===== src/rtl/ats21_pkg.sv =====
// Shared types for the ATS21 client port: opcodes, response codes and FSM states.
package ats21_pkg;

  localparam int unsigned NUM_ALARMS_DEFAULT = 24;

  typedef enum logic [2:0] {
    OpNop    = 3'b000,
    OpSetClk = 3'b001,
    OpEnClk  = 3'b010,
    OpMode   = 3'b011,
    OpSetAlm = 3'b101,
    OpSetTmr = 3'b110,
    OpEnAlm  = 3'b111
  } opcode_e;

  typedef enum logic [1:0] {
    RspOk   = 2'b00,
    RspNack = 2'b01,
    RspSkip = 2'b11
  } rsp_code_e;

  typedef enum logic [2:0] {
    StIdle,
    StHi,
    StLo,
    StWait,
    StGap,
    StResp
  } client_state_e;

endpackage


===== src/rtl/ats21_client_port_if.sv =====
// Host command/response and ATS21 pin bundle; slave is the client port, master drives it.
interface ats21_client_port_if #(
  parameter int unsigned NUM_ALARMS = 24
);
  logic                  cmd_valid;
  logic                  cmd_ready;
  logic [31:0]           cmd_instr;
  logic                  rsp_valid;
  logic [1:0]            rsp_code;
  logic [2:0]            rsp_retries;
  logic                  req;
  logic [15:0]           ctrl;
  logic [1:0]            stat;
  logic [NUM_ALARMS-1:0] alarm_data;
  logic [NUM_ALARMS-1:0] alarm_clr;
  logic [NUM_ALARMS-1:0] alarm_pend;
  logic                  irq;

  modport master (
    output cmd_valid, cmd_instr, stat, alarm_data, alarm_clr,
    input  cmd_ready, rsp_valid, rsp_code, rsp_retries, req, ctrl, alarm_pend, irq
  );

  modport slave (
    input  cmd_valid, cmd_instr, stat, alarm_data, alarm_clr,
    output cmd_ready, rsp_valid, rsp_code, rsp_retries, req, ctrl, alarm_pend, irq
  );
endinterface


===== src/rtl/ats21_alarm_monitor.sv =====
// Captures rising edges of ATS21 alarm flags into sticky W1C pending bits and a registered irq.
module ats21_alarm_monitor #(
  parameter int unsigned NUM_ALARMS = 24
) (
  input  logic                  clk_1x,
  input  logic                  reset,
  input  logic [NUM_ALARMS-1:0] alarm_data,
  input  logic [NUM_ALARMS-1:0] alarm_clr,
  output logic [NUM_ALARMS-1:0] alarm_pend,
  output logic                  irq
);
  logic [NUM_ALARMS-1:0] prev_q;
  logic [NUM_ALARMS-1:0] pend_q, pend_d;
  logic                  irq_q;

  // A new rise overrides a clear on the same bit so no event is lost.
  always_comb begin
    pend_d = (pend_q & ~alarm_clr) | (alarm_data & ~prev_q);
  end

  always_ff @(posedge clk_1x or posedge reset) begin
    if (reset) begin
      prev_q <= '0;
      pend_q <= '0;
      irq_q  <= 1'b0;
    end else begin
      prev_q <= alarm_data;
      pend_q <= pend_d;
      irq_q  <= |pend_q;
    end
  end

  assign alarm_pend = pend_q;
  assign irq        = irq_q;
endmodule


===== src/rtl/ats21_client_port.sv =====
// ATS21 client initiator: sends a 32-bit instruction as two 16-bit halves, retries on Nack.
module ats21_client_port
  import ats21_pkg::*;
#(
  parameter int unsigned CLIENT_SEL = 0,
  parameter int unsigned RESP_DLY   = 1,
  parameter int unsigned MAX_RETRY  = 2,
  parameter int unsigned NUM_ALARMS = NUM_ALARMS_DEFAULT
) (
  input logic              clk_1x,
  input logic              reset,
  ats21_client_port_if.slave bus
);
  localparam logic [3:0] RespDly  = 4'(RESP_DLY);
  localparam logic [2:0] MaxRetry = 3'(MAX_RETRY);

  client_state_e state_q, state_d;
  logic [31:0]   instr_q, instr_d;
  logic [3:0]    dly_q, dly_d;
  logic [2:0]    retry_q, retry_d;
  logic          req_q, req_d;
  logic [15:0]   ctrl_q, ctrl_d;
  logic          rsp_valid_q, rsp_valid_d;
  logic [1:0]    rsp_code_q, rsp_code_d;
  logic [2:0]    rsp_retries_q, rsp_retries_d;
  logic          stat_bit;

  assign stat_bit      = (CLIENT_SEL == 0) ? bus.stat[0] : bus.stat[1];
  assign bus.cmd_ready = (state_q == StIdle) && !reset;

  always_comb begin
    state_d       = state_q;
    instr_d       = instr_q;
    dly_d         = dly_q;
    retry_d       = retry_q;
    rsp_code_d    = rsp_code_q;
    rsp_retries_d = rsp_retries_q;
    unique case (state_q)
      StIdle: begin
        if (bus.cmd_valid && bus.cmd_ready) begin
          instr_d = bus.cmd_instr;
          if (opcode_e'(bus.cmd_instr[31:29]) == OpNop) begin
            state_d       = StResp;
            rsp_code_d    = RspSkip;
            rsp_retries_d = 3'd0;
          end else begin
            state_d = StHi;
          end
        end
      end
      StHi: state_d = StLo;
      StLo: begin
        state_d = StWait;
        dly_d   = RespDly;
      end
      StWait: begin
        if (dly_q <= 4'd1) begin
          rsp_retries_d = retry_q;
          if (stat_bit) begin
            state_d    = StResp;
            rsp_code_d = RspOk;
          end else if (retry_q < MaxRetry) begin
            retry_d = retry_q + 3'd1;
            state_d = StGap;
          end else begin
            state_d    = StResp;
            rsp_code_d = RspNack;
          end
        end else begin
          dly_d = dly_q - 4'd1;
        end
      end
      StGap: state_d = StHi;
      StResp: begin
        retry_d = 3'd0;
        state_d = StIdle;
      end
      default: state_d = StIdle;
    endcase

    // Outputs are registered from the next state so they line up with it.
    req_d       = (state_d == StHi) || (state_d == StLo);
    rsp_valid_d = (state_d == StResp);
    ctrl_d      = 16'h0000;
    if (state_d == StHi) ctrl_d = instr_d[31:16];
    if (state_d == StLo) ctrl_d = instr_d[15:0];
  end

  always_ff @(posedge clk_1x or posedge reset) begin
    if (reset) begin
      state_q       <= StIdle;
      instr_q       <= '0;
      dly_q         <= '0;
      retry_q       <= '0;
      req_q         <= 1'b0;
      ctrl_q        <= '0;
      rsp_valid_q   <= 1'b0;
      rsp_code_q    <= RspOk;
      rsp_retries_q <= '0;
    end else begin
      state_q       <= state_d;
      instr_q       <= instr_d;
      dly_q         <= dly_d;
      retry_q       <= retry_d;
      req_q         <= req_d;
      ctrl_q        <= ctrl_d;
      rsp_valid_q   <= rsp_valid_d;
      rsp_code_q    <= rsp_code_d;
      rsp_retries_q <= rsp_retries_d;
    end
  end

  assign bus.req         = req_q;
  assign bus.ctrl        = ctrl_q;
  assign bus.rsp_valid   = rsp_valid_q;
  assign bus.rsp_code    = rsp_code_q;
  assign bus.rsp_retries = rsp_retries_q;

  ats21_alarm_monitor #(
    .NUM_ALARMS (NUM_ALARMS)
  ) u_alarm_monitor (
    .clk_1x     (clk_1x),
    .reset      (reset),
    .alarm_data (bus.alarm_data),
    .alarm_clr  (bus.alarm_clr),
    .alarm_pend (bus.alarm_pend),
    .irq        (bus.irq)
  );
endmodule


===== src/flat_wrapper.sv =====
// flat-port wrapper written by rule: the top's interface ports become plain ports
module ats21_client_port_flat import ats21_pkg::*;
#(
  parameter int unsigned CLIENT_SEL = 0,
  parameter int unsigned RESP_DLY   = 1,
  parameter int unsigned MAX_RETRY  = 2,
  parameter int unsigned NUM_ALARMS = NUM_ALARMS_DEFAULT
)
  (clk_1x, reset, bus_cmd_valid, bus_cmd_instr, bus_stat, bus_alarm_data, bus_alarm_clr, bus_cmd_ready, bus_rsp_valid, bus_rsp_code, bus_rsp_retries, bus_req, bus_ctrl, bus_alarm_pend, bus_irq);
  ats21_client_port_if #(.NUM_ALARMS(NUM_ALARMS)) bus_i ();
  input logic clk_1x;
  input logic reset;
  input wire logic [$bits(bus_i.cmd_valid)-1:0] bus_cmd_valid;
  input wire logic [$bits(bus_i.cmd_instr)-1:0] bus_cmd_instr;
  input wire logic [$bits(bus_i.stat)-1:0] bus_stat;
  input wire logic [$bits(bus_i.alarm_data)-1:0] bus_alarm_data;
  input wire logic [$bits(bus_i.alarm_clr)-1:0] bus_alarm_clr;
  output wire logic [$bits(bus_i.cmd_ready)-1:0] bus_cmd_ready;
  output wire logic [$bits(bus_i.rsp_valid)-1:0] bus_rsp_valid;
  output wire logic [$bits(bus_i.rsp_code)-1:0] bus_rsp_code;
  output wire logic [$bits(bus_i.rsp_retries)-1:0] bus_rsp_retries;
  output wire logic [$bits(bus_i.req)-1:0] bus_req;
  output wire logic [$bits(bus_i.ctrl)-1:0] bus_ctrl;
  output wire logic [$bits(bus_i.alarm_pend)-1:0] bus_alarm_pend;
  output wire logic [$bits(bus_i.irq)-1:0] bus_irq;
  assign bus_i.cmd_valid = bus_cmd_valid;
  assign bus_i.cmd_instr = bus_cmd_instr;
  assign bus_i.stat = bus_stat;
  assign bus_i.alarm_data = bus_alarm_data;
  assign bus_i.alarm_clr = bus_alarm_clr;
  assign bus_cmd_ready = bus_i.cmd_ready;
  assign bus_rsp_valid = bus_i.rsp_valid;
  assign bus_rsp_code = bus_i.rsp_code;
  assign bus_rsp_retries = bus_i.rsp_retries;
  assign bus_req = bus_i.req;
  assign bus_ctrl = bus_i.ctrl;
  assign bus_alarm_pend = bus_i.alarm_pend;
  assign bus_irq = bus_i.irq;
  ats21_client_port #(.CLIENT_SEL(CLIENT_SEL), .RESP_DLY(RESP_DLY), .MAX_RETRY(MAX_RETRY), .NUM_ALARMS(NUM_ALARMS)) u_core (.clk_1x(clk_1x), .reset(reset), .bus(bus_i));
endmodule

===== config.mk =====
export PLATFORM = sky130hd
export DESIGN_NAME = ats21_client_port_flat
export DESIGN_NICKNAME = d
export VERILOG_FILES = /design/src/rtl/ats21_pkg.sv /design/src/rtl/ats21_client_port_if.sv /design/src/rtl/ats21_alarm_monitor.sv /design/src/rtl/ats21_client_port.sv /design/src/flat_wrapper.sv
export SDC_FILE = /design/constraint.sdc
export NUM_CORES = 1
export LEC_CHECK = 0
export ABC_AREA = 1
export CORE_MARGIN = 2
export CORE_UTILIZATION = 49
export CTS_BUF_LIST = sky130_fd_sc_hd__clkbuf_8
export DETAILED_ROUTE_END_ITERATION = 8
export PLACE_DENSITY = 0.8
export SLEW_MARGIN = 5
export SYNTH_ARGS = -nofsm -noshare
export SYNTH_HDL_FRONTEND = slang
export SYNTH_SLANG_ARGS = --single-unit

===== constraint.sdc =====
create_clock -name clk_1x -period 5.5 [get_ports clk_1x]
set_clock_uncertainty 0.1 [all_clocks]
set_input_delay 1.1 -clock clk_1x [delete_from_list [all_inputs] [get_ports clk_1x]]
set_output_delay 1.1 -clock clk_1x [all_outputs]
set_load 0.03 [all_outputs]

==> results of run 1 <==
## sequential cells by signal (all words and copies together), names as in the netlist
signal,cells
u_core.dly_q,4
u_core.instr_q,32
u_core.retry_q,3
u_core.bus.rsp_retries,3
u_core.bus.req,1
u_core.bus.rsp_code,2
u_core.u_alarm_monitor.alarm_pend,24
u_core.u_alarm_monitor.irq,1
u_core.u_alarm_monitor.prev_q,24
u_core.bus.rsp_valid,1
u_core.bus.ctrl,16
u_core.state_q,3
## layer usage
layer	global-route usage, %	share of wire [%]
met5	0	0
met4	7.69	1.1
met3	7.03	8.2
met2	38.8	50
met1	29.2	41
## cells by family after synthesis
group / after synthesis / share of synthesized area, %
fa+ha+maj: 3 / 0.841
flops: 114 / 63.9
simple gates: 206 / 21.8
compound gates: 39 / 5.05
buf+inv: 84 / 8.33
## final timing paths
check / endpoint / from / cells after the start
hold reg to reg: u_core.u_alarm_monitor.alarm_pend[7]$_DFF_PP0_ / u_core.u_alarm_monitor.prev_q[7]$_DFF_PP0_ / 1
hold / removal: u_core.u_alarm_monitor.alarm_pend[7]$_DFF_PP0_ / u_core.u_alarm_monitor.prev_q[7]$_DFF_PP0_ / 1
setup / recovery: bus_cmd_ready / reset / 6
setup reg to reg: u_core.bus.ctrl[8]$_DFF_PP0_ / u_core.state_q[1]$_DFF_PP0_ / 6
min in group asynchronous: u_core.dly_q[3]$_DFFE_PP0P_ / reset / 2
max in group asynchronous: u_core.retry_q[2]$_DFFE_PP0P_ / reset / 3
## synthesized netlist by cell type, drive strengths merged
cell type,instances
nand2,118
a21oi,3
nor2,19
clkbuf,3
ha,3
nand3,39
nand4,21
o22ai,24
dfrtp,114
buf,12
inv,69
nor3,6
o21ai,12
nand3b,1
nor4,2
## power breakdown
part	total, mW	internal [mW]	switching (mW)
logic	0.906	0.326	0.580
clock network	0.884	0.527	0.358
registers	1.13	1.04	0.0923
## worst reg2reg max path, cell delays in order (launching register included)
cell and delay (ps):
dfrtp_1 480, nor2_2 180, nand4_2 380, buf_4 390, nand4_4 270, nand4_1 130
nand2_1 140
## per-stage QoR
| stage | hold slack, ps | area (um2) | util, % | setup WS, ps |
|---|---|---|---|---|
| floorplan | 299 | 4460 | - | 203 |
| global placement | 302 | 5840 | 66.6 | 1120 |
| detailed placement | 308 | 5840 | 66.6 | 1090 |
| CTS | 318 | 6300 | 71.9 | 1100 |
| global route | 321 | 6300 | 71.9 | 939 |
| finish | 316 | 6300 | 71.9 | 1120 |
## area by class of cell
| cell class | instances | area (um2) |
|---|---|---|
| sequential | 114 | 2850 |
| timing repair buffer | 136 | 1350 |
| multi-input combinational | 248 | 1240 |
| inverter | 69 | 264 |
| clock inverter | 13 | 195 |
| fill | 646 | 2470 |
| clock buffer | 19 | 262 |
| tap | 108 | 135 |
==> impl_results.md, run 1 <==
- Status: finished, final reports clean
- Pin count of the biggest net entering global routing: 77
- F_max: approximately 0.23 GHz
- Drt first pass iters: 4
- Worst EP required: ~4300 ps
- Synth cell types: 29
- Most numerous cell on the critical path: clkdlybuf4s50_1
- Via count: roughly 3600
- GP Congestion: between 0.8 and 0.9
- Crit path largest cell delay: ~740 ps
- # hold bufs at CTS: 0
- Commonest cells after routing, fill and taps aside: clkdlybuf4s50_1, nand2_1, dfrtp_1, inv_1, nand3_1
- Remaining DRCs: 0
- Commonest non-fill, non-tap cell in the layout: clkdlybuf4s50_1
- Final Hold Viols: 0
- Clk slew on worst S/H paths: ~70 ps
- Max-capacitance violation count: 0
- Mapped Nets: 534
- Vias per Instance: roughly 5.2
- Syn. warnings: 0
- Total grt overflow: 0
- Initial Util: between 50% and 60%
- H-tree depth: 4
- Total power: around 2.9 mW
- Setup TNS: 0 ps
- Synth top area share: a little under two thirds
- Worst reg2reg setup slack: 3360 ps
- Bufs and invs on worst path: 5
- Top Family by Delay on Critical Path: buffers and inverters
- Crit-path slowest cell: clkdlybuf4s50_1
- Slew HR: between 30% and 40%
- Clock Path Buffers: 2
- Post-synthesis cell area: approximately 4500 um2
- Total track usage: between 20% and 30%
- 1st-iter DRT viols: ~150
- Worst path arrival time: 3180 ps
- Worst-Skew Late Latency: just over 400 ps
- Hold Path Class: reg -> reg
- Post-cts gate resize count: 0
- CTS tree: yes
- Drt wl/cell: 15.4 um
- Max-slew violations: 0
- Maximum VDD drop: between 0.2 and 0.3 mV
- Ant diodes: 0
- Mean Syn Cell Area: 10.0 um2
- Minimum clock period after layout: approximately 4400 ps
- First-pass GRT wire length: ~18000 um
- Leak: around 3.1 nW
- Core area: ~8800 um2
- CTS sink cnt: ~110
- FF+latch count, synth: between 100 and 150
- Non-Filler Instances: roughly 710
- Row count: 34
- Critical path peak fanout: between 40 and 50
- RSZ-0062 raised after global routing: no
- Die Y-Extent: between 90 and 100 um
- Worst slew pin tran: between 900 and 1000 ps
- Crit end category: output port
- Routed Antenna Nets: 0
- Worst path cell trace: clkdlybuf4s50_1, inv_4, nand3_1, inv_1, buf_4, clkdlybuf4s50_1
- Root Driver: clkbuf_8
- Vias in the first global route: between 3000 and 4000
- Fin crit share: between 70 and 80%
- Hpwl dp: between 7000 and 8000 um
- Setup violators final: 0
- Fin nets: roughly 670
- CP startpoint kind: primary input
- Chip width: around 100 um
- Drt total wl: 10900 um
- Register area share after synthesis: a little under two thirds
- Io pins: approximately 130
- Layout cells sized above 1: ~8.7%
- PortBufs: between 100 and 150
- Initial antenna violation count: 0
- Mapped Cells: about 450
- Die Area: just under 10000 um2
- Synth-to-Final Area Change: 41.1%
- Number of buffers created by CTS: 17
- Yosys top cell by area: dfrtp_1
- Top cells by area, synth: dfrtp_1, nand2_1, inv_1
- CP Class: in -> out
- Total placed cells including tap cells: 675
- P per Cell Area: 464 nW/um2
- Post-CTS setup buffers: 0
No activity file was read; power rests on OpenSTA's default activity.
==> run 2: changes to the inputs <==
- CORE_UTILIZATION: 49 -> 44
- PLACE_DENSITY: 0.8 -> 0.76
- clock period: 5.5 -> 3.78 ns (I/O delays scaled with it)
==> run 2 against run 1 <==
Non-clock buffer count is 1 higher. Flip-flop and latch count unchanged. Critical path depth fell by 1. Clock power is 52% higher. Highest routed layer is now met5.
==> impl_results.md, run 2 (synthesis results as in run 1) <==
- Status: finished, final reports clean
- GP Congestion: 0.780 (-8.3%)
- P per Cell Area: 676 nW/um2 (+46%)
- Worst reg2reg setup slack: 1630 ps (-1730 ps)
- Worst path cell trace: clkdlybuf4s50_1, clkinvlp_4, nand3_1, inv_1, clkdlybuf4s50_1
- Worst-Skew Late Latency: 420 ps (about the same)
- CTS sink cnt: 114 (unchanged)
- Row count: 36 (+5.9%)
- Setup violators final: 0 (unchanged)
- CP Class: in -> out
- Clock Path Buffers: 2 (unchanged)
- PortBufs: 132 (unchanged)
- Minimum clock period after layout: just over 3000 ps
- Synth-to-Final Area Change: 42.4%
- Commonest cells after routing, fill and taps aside: clkdlybuf4s50_1, nand2_1, dfrtp_1, inv_1, nand3_1
- Post-CTS setup buffers: 0 (unchanged)
- Initial antenna violation count: 1 (+1)
- F_max: 0.328 GHz
- Via count: 3581 (-1.7%)
- Worst path arrival time: 2190 ps (-990 ps)
- Layout cells sized above 1: 8.35% (-0.33 points)
- Critical path peak fanout: 2 (-95%)
- Total grt overflow: 0 (unchanged)
- Leak: 3.12 nW (+0.66%)
- Slew HR: 46.5% (+7.2 points)
- Crit-path slowest cell: clkdlybuf4s50_1
- Drt total wl: 11100 um (+1.9%)
- Routed Antenna Nets: 0 (unchanged)
- Root Driver: clkbuf_8
- Hold Path Class: reg -> reg
- Setup TNS: 0 ps (unchanged)
- Bufs and invs on worst path: 4 (-1)
- 1st-iter DRT viols: 181 (+21%)
- Pin count of the biggest net entering global routing: 66 (-14%)
- Die Area: 11000 um2 (+11%)
- Number of buffers created by CTS: 17 (unchanged)
- Most numerous cell on the critical path: clkdlybuf4s50_1
- Max-slew violations: 0 (unchanged)
- Die Y-Extent: 105 um (+5.3%)
- Top reg by flops: u_core.instr_q
- Chip width: 105 um (+5.3%)
- Commonest non-fill, non-tap cell in the layout: clkdlybuf4s50_1
- Io pins: 134 (unchanged)
- Crit end category: output port
- Remaining DRCs: 0 (unchanged)
- RSZ-0062 raised after global routing: no
- # hold bufs at CTS: 0 (unchanged)
- H-tree depth: 4 (unchanged)
- Vias in the first global route: 3644 (-4.3%)
- Crit path largest cell delay: 690 ps (-50 ps)
- Post-cts gate resize count: 0 (unchanged)
- CP startpoint kind: primary input
- Clk slew on worst S/H paths: 60 ps (about the same)
- Core Util, Final: 64.7% (-7.1 points)
- Top Family by Delay on Critical Path: buffers and inverters
- CTS tree: yes
- Ant diodes: 0 (unchanged)
- Hpwl dp: 7700 um (+3.6%)
- Worst EP required: 2920 ps (-1380 ps)
- Fin nets: 675 (+0.15%)
- Drt first pass iters: 6 (+2)
- Worst slew pin tran: 803 ps (-108 ps)
- First-pass GRT wire length: 18100 um (+0.61%)
- Total track usage: 21.3% (-2.0 points)
- Initial Util: 45.4% (-5.5 points)
- Core area: 9820 um2 (+12%)
- Max-capacitance violation count: 0 (unchanged)
- Maximum VDD drop: 0.388 mV (+53%)
- Drt wl/cell: 15.2 um (-1.6%)
- Final Hold Viols: 0 (unchanged)
- Max FFs per register: 32 (unchanged)
- Fin crit share: ~81%
- Vias per Instance: 4.89 (-5.1%)
run 2: cell count changes in the layout (fill, tap and decap cells not counted), sizes merged:
cell	before	now
bufinv	4	6
inv	74	70
buf	4	5
clkinv	1	2
run 2: final cells by class:
class,instances,area [um2]
clock inverter,12,213
timing repair buffer,137,1360
clock buffer,19,262
tap,133,166
sequential,114,2850
inverter,69,265
multi-input combinational,248,1240
fill,796,3460
run 2: final timing paths:
kind | startpoint | to | cells past startpoint
max | reset | bus_cmd_ready | 5
min | u_core.u_alarm_monitor.prev_q[1]$_DFF_PP0_ | u_core.u_alarm_monitor.alarm_pend[1]$_DFF_PP0_ | 1
max reg2reg | u_core.dly_q[0]$_DFFE_PP0P_ | u_core.bus.ctrl[11]$_DFF_PP0_ | 9
min reg2reg | u_core.u_alarm_monitor.prev_q[1]$_DFF_PP0_ | u_core.u_alarm_monitor.alarm_pend[1]$_DFF_PP0_ | 1
max in group asynchronous | reset | u_core.instr_q[5]$_DFF_PP0_ | 4
min in group asynchronous | reset | u_core.u_alarm_monitor.alarm_pend[0]$_DFF_PP0_ | 3
run 2: worst reg2reg max path, stage by stage (launching register included):
cell and delay [ps]:
dfrtp_1 420, inv_1 80, ha_1 210, inv_1 90, nand2_1 80, nand2_1 140, nor2_1 90, nor2_4 530
nand4_1 210, nand2_1 130
run 2: per-stage QoR:
step	total power, mW	area [um2]	hold slack [ps]	setup WS [ps]	instances
floorplan	2.54	4470	299	-30.5	446
global placement	2.93	5880	301	645	701
detailed placement	2.97	5880	314	610	701
CTS	4.33	6350	320	719	732
global route	4.53	6350	330	680	732
finish	4.30	6350	318	734	732
run 2: power breakdown:
| part | switching (mW) | internal [mW] |
|---|---|---|
| combinational | 0.836 | 0.475 |
| sequential | 0.132 | 1.51 |
| clock | 0.468 | 0.876 |
| total | 1.44 | 2.86 |
run 2: per-layer routing:
layer  up-vias  share of wire [%]  track usage [%]
met4         2               0.89             6.76
met3        13                7.0             7.55
met1      1710                 45             27.8
li1       1715                  -                -
met2       141                 47             33.3
met5         -               0.12                0
==> RTL edit 1, RTL diff (config.mk and constraints of run 1) <==
The 6 states of `client_state_e` get a Gray code encoding in 3 bits.
--- a/src/rtl/ats21_pkg.sv
+++ b/src/rtl/ats21_pkg.sv
@@ -21,10 +21,10 @@
 
   typedef enum logic [2:0] {
-    StIdle,
-    StHi,
-    StLo,
-    StWait,
-    StGap,
-    StResp
+    StIdle = 3'b000,
+    StHi   = 3'b001,
+    StLo   = 3'b011,
+    StWait = 3'b010,
+    StGap  = 3'b110,
+    StResp = 3'b111
   } client_state_e;
 
Function: no difference found for any inputs over 10 cycles, from zero or initial values and one cycle with reset high; not proved beyond that.
==> RTL edit 1 against run 1 <==
  * Synthesized cell count is 4.9% lower
  * Highest routed layer unchanged
  * Design area fell by 0.14%
  * Routed wire length fell by 3.9%
  * Sequential cell count unchanged
  * Area after synthesis grew 2.2%
  * Critical endpoint unchanged
  * Setup slack gained 0.28 ns
  * First-iteration DRC count shrank 8.7%
  * Largest cell class unchanged
  * Total power rose by 0.80%
==> RTL edit 1: results (changes against run 1) <==
metric,value,unit,change
synth.area.mux_share,0.220,%,+0.22 points
sw_frac_of_total,37.0,%,+1.7 points
cp_max_fo,48,,+17%
rr_startpoint,u_core.state_q[2],,
fin_nets,651,,-3.4%
status,"complete, no violations",,
cts_resized,0,,unchanged
clk_latency,0.41,ns,about the same
grtUsageMet2,37.4,%,-1.4 points
drt-met1-wl,4.36,mm,-2.9%
ys_top_cells_by_count,"114 x dfrtp_1, 79 x nand2_1, 66 x inv_1",,
ff2ff_setup_slack,3.12,ns,-0.24 ns
antenna_cells,0,,unchanged
wire_per_inst,15.3,um,-0.99%
synth_warnings,0,,unchanged
ys_seq_area_share,62.6,%,-1.4 points
dp_hpwl,7.36,mm,-0.93%
grtUsageMet1,26.5,%,-2.7 points
synth_compound_area_share,10.7,%,+5.7 points
whs_endpoint,u_core.u_alarm_monitor.alarm_pend[20],,
ctsLongestPathBuffers,2,,unchanged
cts_buffers,17,,unchanged
wl_met2,5.30,mm,-1.9%
r2r-end,u_core.bus.req,,
via_per_inst,5.09,,-1.2%
p_comb_share,36.3,%,+5.3 points
holdCritStartpoint,u_core.u_alarm_monitor.prev_q[20],,
synthTopCellsByArea,"dfrtp_1 63%, nand2_1 6.5%, inv_1 5.4%, o22ai_1 3.4%, nand4_1 2.7%",,
wl_met3,729,um,-18%
use_met3,7.14,%,+0.12 points
grt_max_degree,70,,-9.1%
grt_pass1_wl,16.9,mm,-5.9%
synth_xor_area_share,0.192,%,+0.19 points
synthCells,424,,-4.9%
first_iter_violations,136,,-8.7%
instances_no_fill,686,,-3.0%
period_minus_slack,4.11,ns,-0.276 ns
ir_drop,230,uV,-9.4%
leakage,2.93,nW,-5.4%
synth_cell_types,37,,+28%
p_sw,1.09,mW,+5.7%
holdWs,0.314,ns,-0.00160 ns
place_ws,1.35,ns,+0.254 ns
slew_headroom,44.0,%,+4.7 points
firstDrtPassIters,4,,unchanged
drive_gt1_share,9.04,%,+0.36 points
syn_nets,512,,-4.1%
ff2ff_path_depth,5,,-1
clkTransAtPathRegs,0.06,ns,
grtUsageTotal,21.8,%,-1.4 points
gp_congestion,0.797,,-6.2%
highest_layer,met4,,
synth-main-ff-cell,dfrtp_1,,
pg_clk,0.707,mW,-20%
cp.arrival,2.91,ns,-0.27 ns
post-place-cells,655,,-3.0%
grt_pass1_vias,3585,,-5.8%
synthAdderAreaFrac,0.823,%,-0.018 points
dpl-instance-area,0.00593,mm^2,+1.5%
RTL edit 1: cell count changes in the layout (fill, tap and decap cells not counted), moves of 6 or more:
cell,change
o21ai_1,-6
nand3_1,-30
o211ai_1,+15
or2_1,+14
o21a_1,+16
nand2_1,-37
RTL edit 1: area by class of cell:
class,instances,area [um^2]
Tap cell,111,139
Inverter,67,256
Fill cell,687,2860
Timing Repair Buffer,133,1330
Sequential cell,114,2850
Clock buffer,18,248
Clock inverter,13,113
Multi-Input combinational cell,230,1350
RTL edit 1: logic make-up after synthesis:
kind of cell | Yosys count
multiplexers | 1
AO/OA/AOI/OAI | 71
AND/OR/NAND/NOR | 154
flip-flops | 114
buffers and inverters | 80
XOR/XNOR | 1
adder cells (fa/ha/maj) | 3
RTL edit 1: critical path, stage by stage:
cell and delay, ns:
clkdlybuf4s50_1 0.44, inv_4 0.45, nand3_4 0.14, inv_1 0.08, clkdlybuf4s50_1 0.67
==> RTL edit 2, RTL diff (settings of run 1) <==
Made on the original files. Change the package constant `NUM_ALARMS_DEFAULT` from 24 to 48.
--- a/src/rtl/ats21_pkg.sv
+++ b/src/rtl/ats21_pkg.sv
@@ -2,5 +2,5 @@
 package ats21_pkg;
 
-  localparam int unsigned NUM_ALARMS_DEFAULT = 24;
+  localparam int unsigned NUM_ALARMS_DEFAULT = 48;
 
   typedef enum logic [2:0] {
Interface: changed (resized bus_alarm_clr, bus_alarm_data and bus_alarm_pend); port bits go from 134 to 206. The function was not compared with the original's and may differ.
==> RTL edit 2 against run 1 <==
  * Design area increased by 38%
  * Via count increased by 29%
  * Routed wire length increased by 41%
  * Sequential cell count rose by 48
  * Total power rose by 24%
  * Setup slack improved by 0.064 ns
  * Area after synthesis up 39%
==> RTL edit 2: results (changes against run 1) <==
metric,value,unit,change
first_iter_violations,345,,+130%
cp_top_family,buffers and inverters,,
ys_top_cells_by_count,"162 x dfrtp_1, 116 x inv_1, 76 x nand2_1",,
synthAdderAreaFrac,0.606,%,-0.24 points
grtUsageMet2,38.2,%,-0.61 points
vias,4703,,+29%
grt_pass1_vias,4840,,+27%
clkTransAtPathRegs,0.07,ns,about the same
cp_max_fo,27,,-34%
routed_wl,15.4,mm,+41%
crit_end,bus_cmd_ready,,
wl_met3,1.44,mm,+61%
ff2ff_setup_slack,3.03,ns,-0.33 ns
synth_compound_area_share,10.3,%,+5.3 points
gp_congestion,0.788,,-7.3%
synth_xor_area_share,0.283,%,+0.28 points
grtUsageMet1,27.7,%,-1.4 points
ff2ff_path_depth,6,,unchanged
sw_frac_of_total,34.8,%,-0.46 points
wl_met2,7.46,mm,+38%
synth.area.mux_share,0,%,unchanged
synthTopCellsByArea,"dfrtp_1 65%, inv_1 7.0%, o22ai_1 4.8%, nand2_1 4.6%, nand4_1 2.4%",,
synth_cell_types,36,,+24%
cts_post_setup_buffers_inserted,0,,unchanged
max_stage_delay,0.59,ns,-0.15 ns
dp_hpwl,11.2,mm,+50%
syn_nets,693,,+30%
dpl-instance-area,0.00833,mm^2,+43%
cts_sinks,162,,+42%
drive_gt1_share,7.80,%,-0.88 points
clk_latency,0.45,ns,+0.04 ns
ctsLongestPathBuffers,2,,unchanged
leakage,4.10,nW,+32%
comb_power,1.24,mW,+37%
whs_path_depth,1,,unchanged
status,"complete, no violations",,
cts_htree_levels,4,,unchanged
use_met3,9.34,%,+2.3 points
ys_seq_area_share,65.4,%,+1.5 points
drt-met1-wl,6.12,mm,+36%
firstDrtPassIters,5,,+1
holdCritStartpoint,u_core.u_alarm_monitor.prev_q[15],,
ir_drop,306,uV,+21%
synth_warnings,0,,unchanged
pg_clk,0.844,mW,-4.5%
slew_headroom,24.9,%,-14 points
r2r-end,u_core.bus.ctrl[3],,
port_buffers,204,,+55%
fin_nets,905,,+34%
rr_startpoint,u_core.state_q[0],,
fill_cells,907,,+40%
whs_endpoint,u_core.u_alarm_monitor.alarm_pend[15],,
grtUsageTotal,23.2,%,-0.069 points
grt_pass1_wl,23.7,mm,+32%
grt_max_degree,92,,+19%
## RTL edit 2: changes by cell type in the layout (fill, tap and decap cells not counted), moves of 15 or more
cell and delta:
clkdlybuf4s50_1 +72, inv_1 +55, dfrtp_1 +48, nand2_1 -40, nand3_1 -27, o22ai_1 +24
o21a_1 +16, o211ai_1 +15
## RTL edit 2: metrics by stage
stage / hold slack [ns] / power (mW) / cells / worst slack, ns / util (%)
floorplan: 0.299 / 2.41 / 557 / 0.197 / -
global placement: 0.302 / 2.76 / 922 / 1.16 / 66.8
detailed placement: 0.306 / 2.81 / 922 / 1.15 / 66.8
CTS: 0.314 / 3.66 / 954 / 1.13 / 70.0
global route: 0.325 / 3.85 / 954 / 1.01 / 70.0
finish: 0.316 / 3.63 / 954 / 1.18 / 70.0
## RTL edit 2: cell type report
cell class,instances,share of cell area (%)
sequential,162,46.5
timing repair buffer,206,23.6
multi-input combinational,263,17.7
inverter,119,5.25
clock buffer,20,3.16
tap,172,2.47
clock inverter,12,1.32
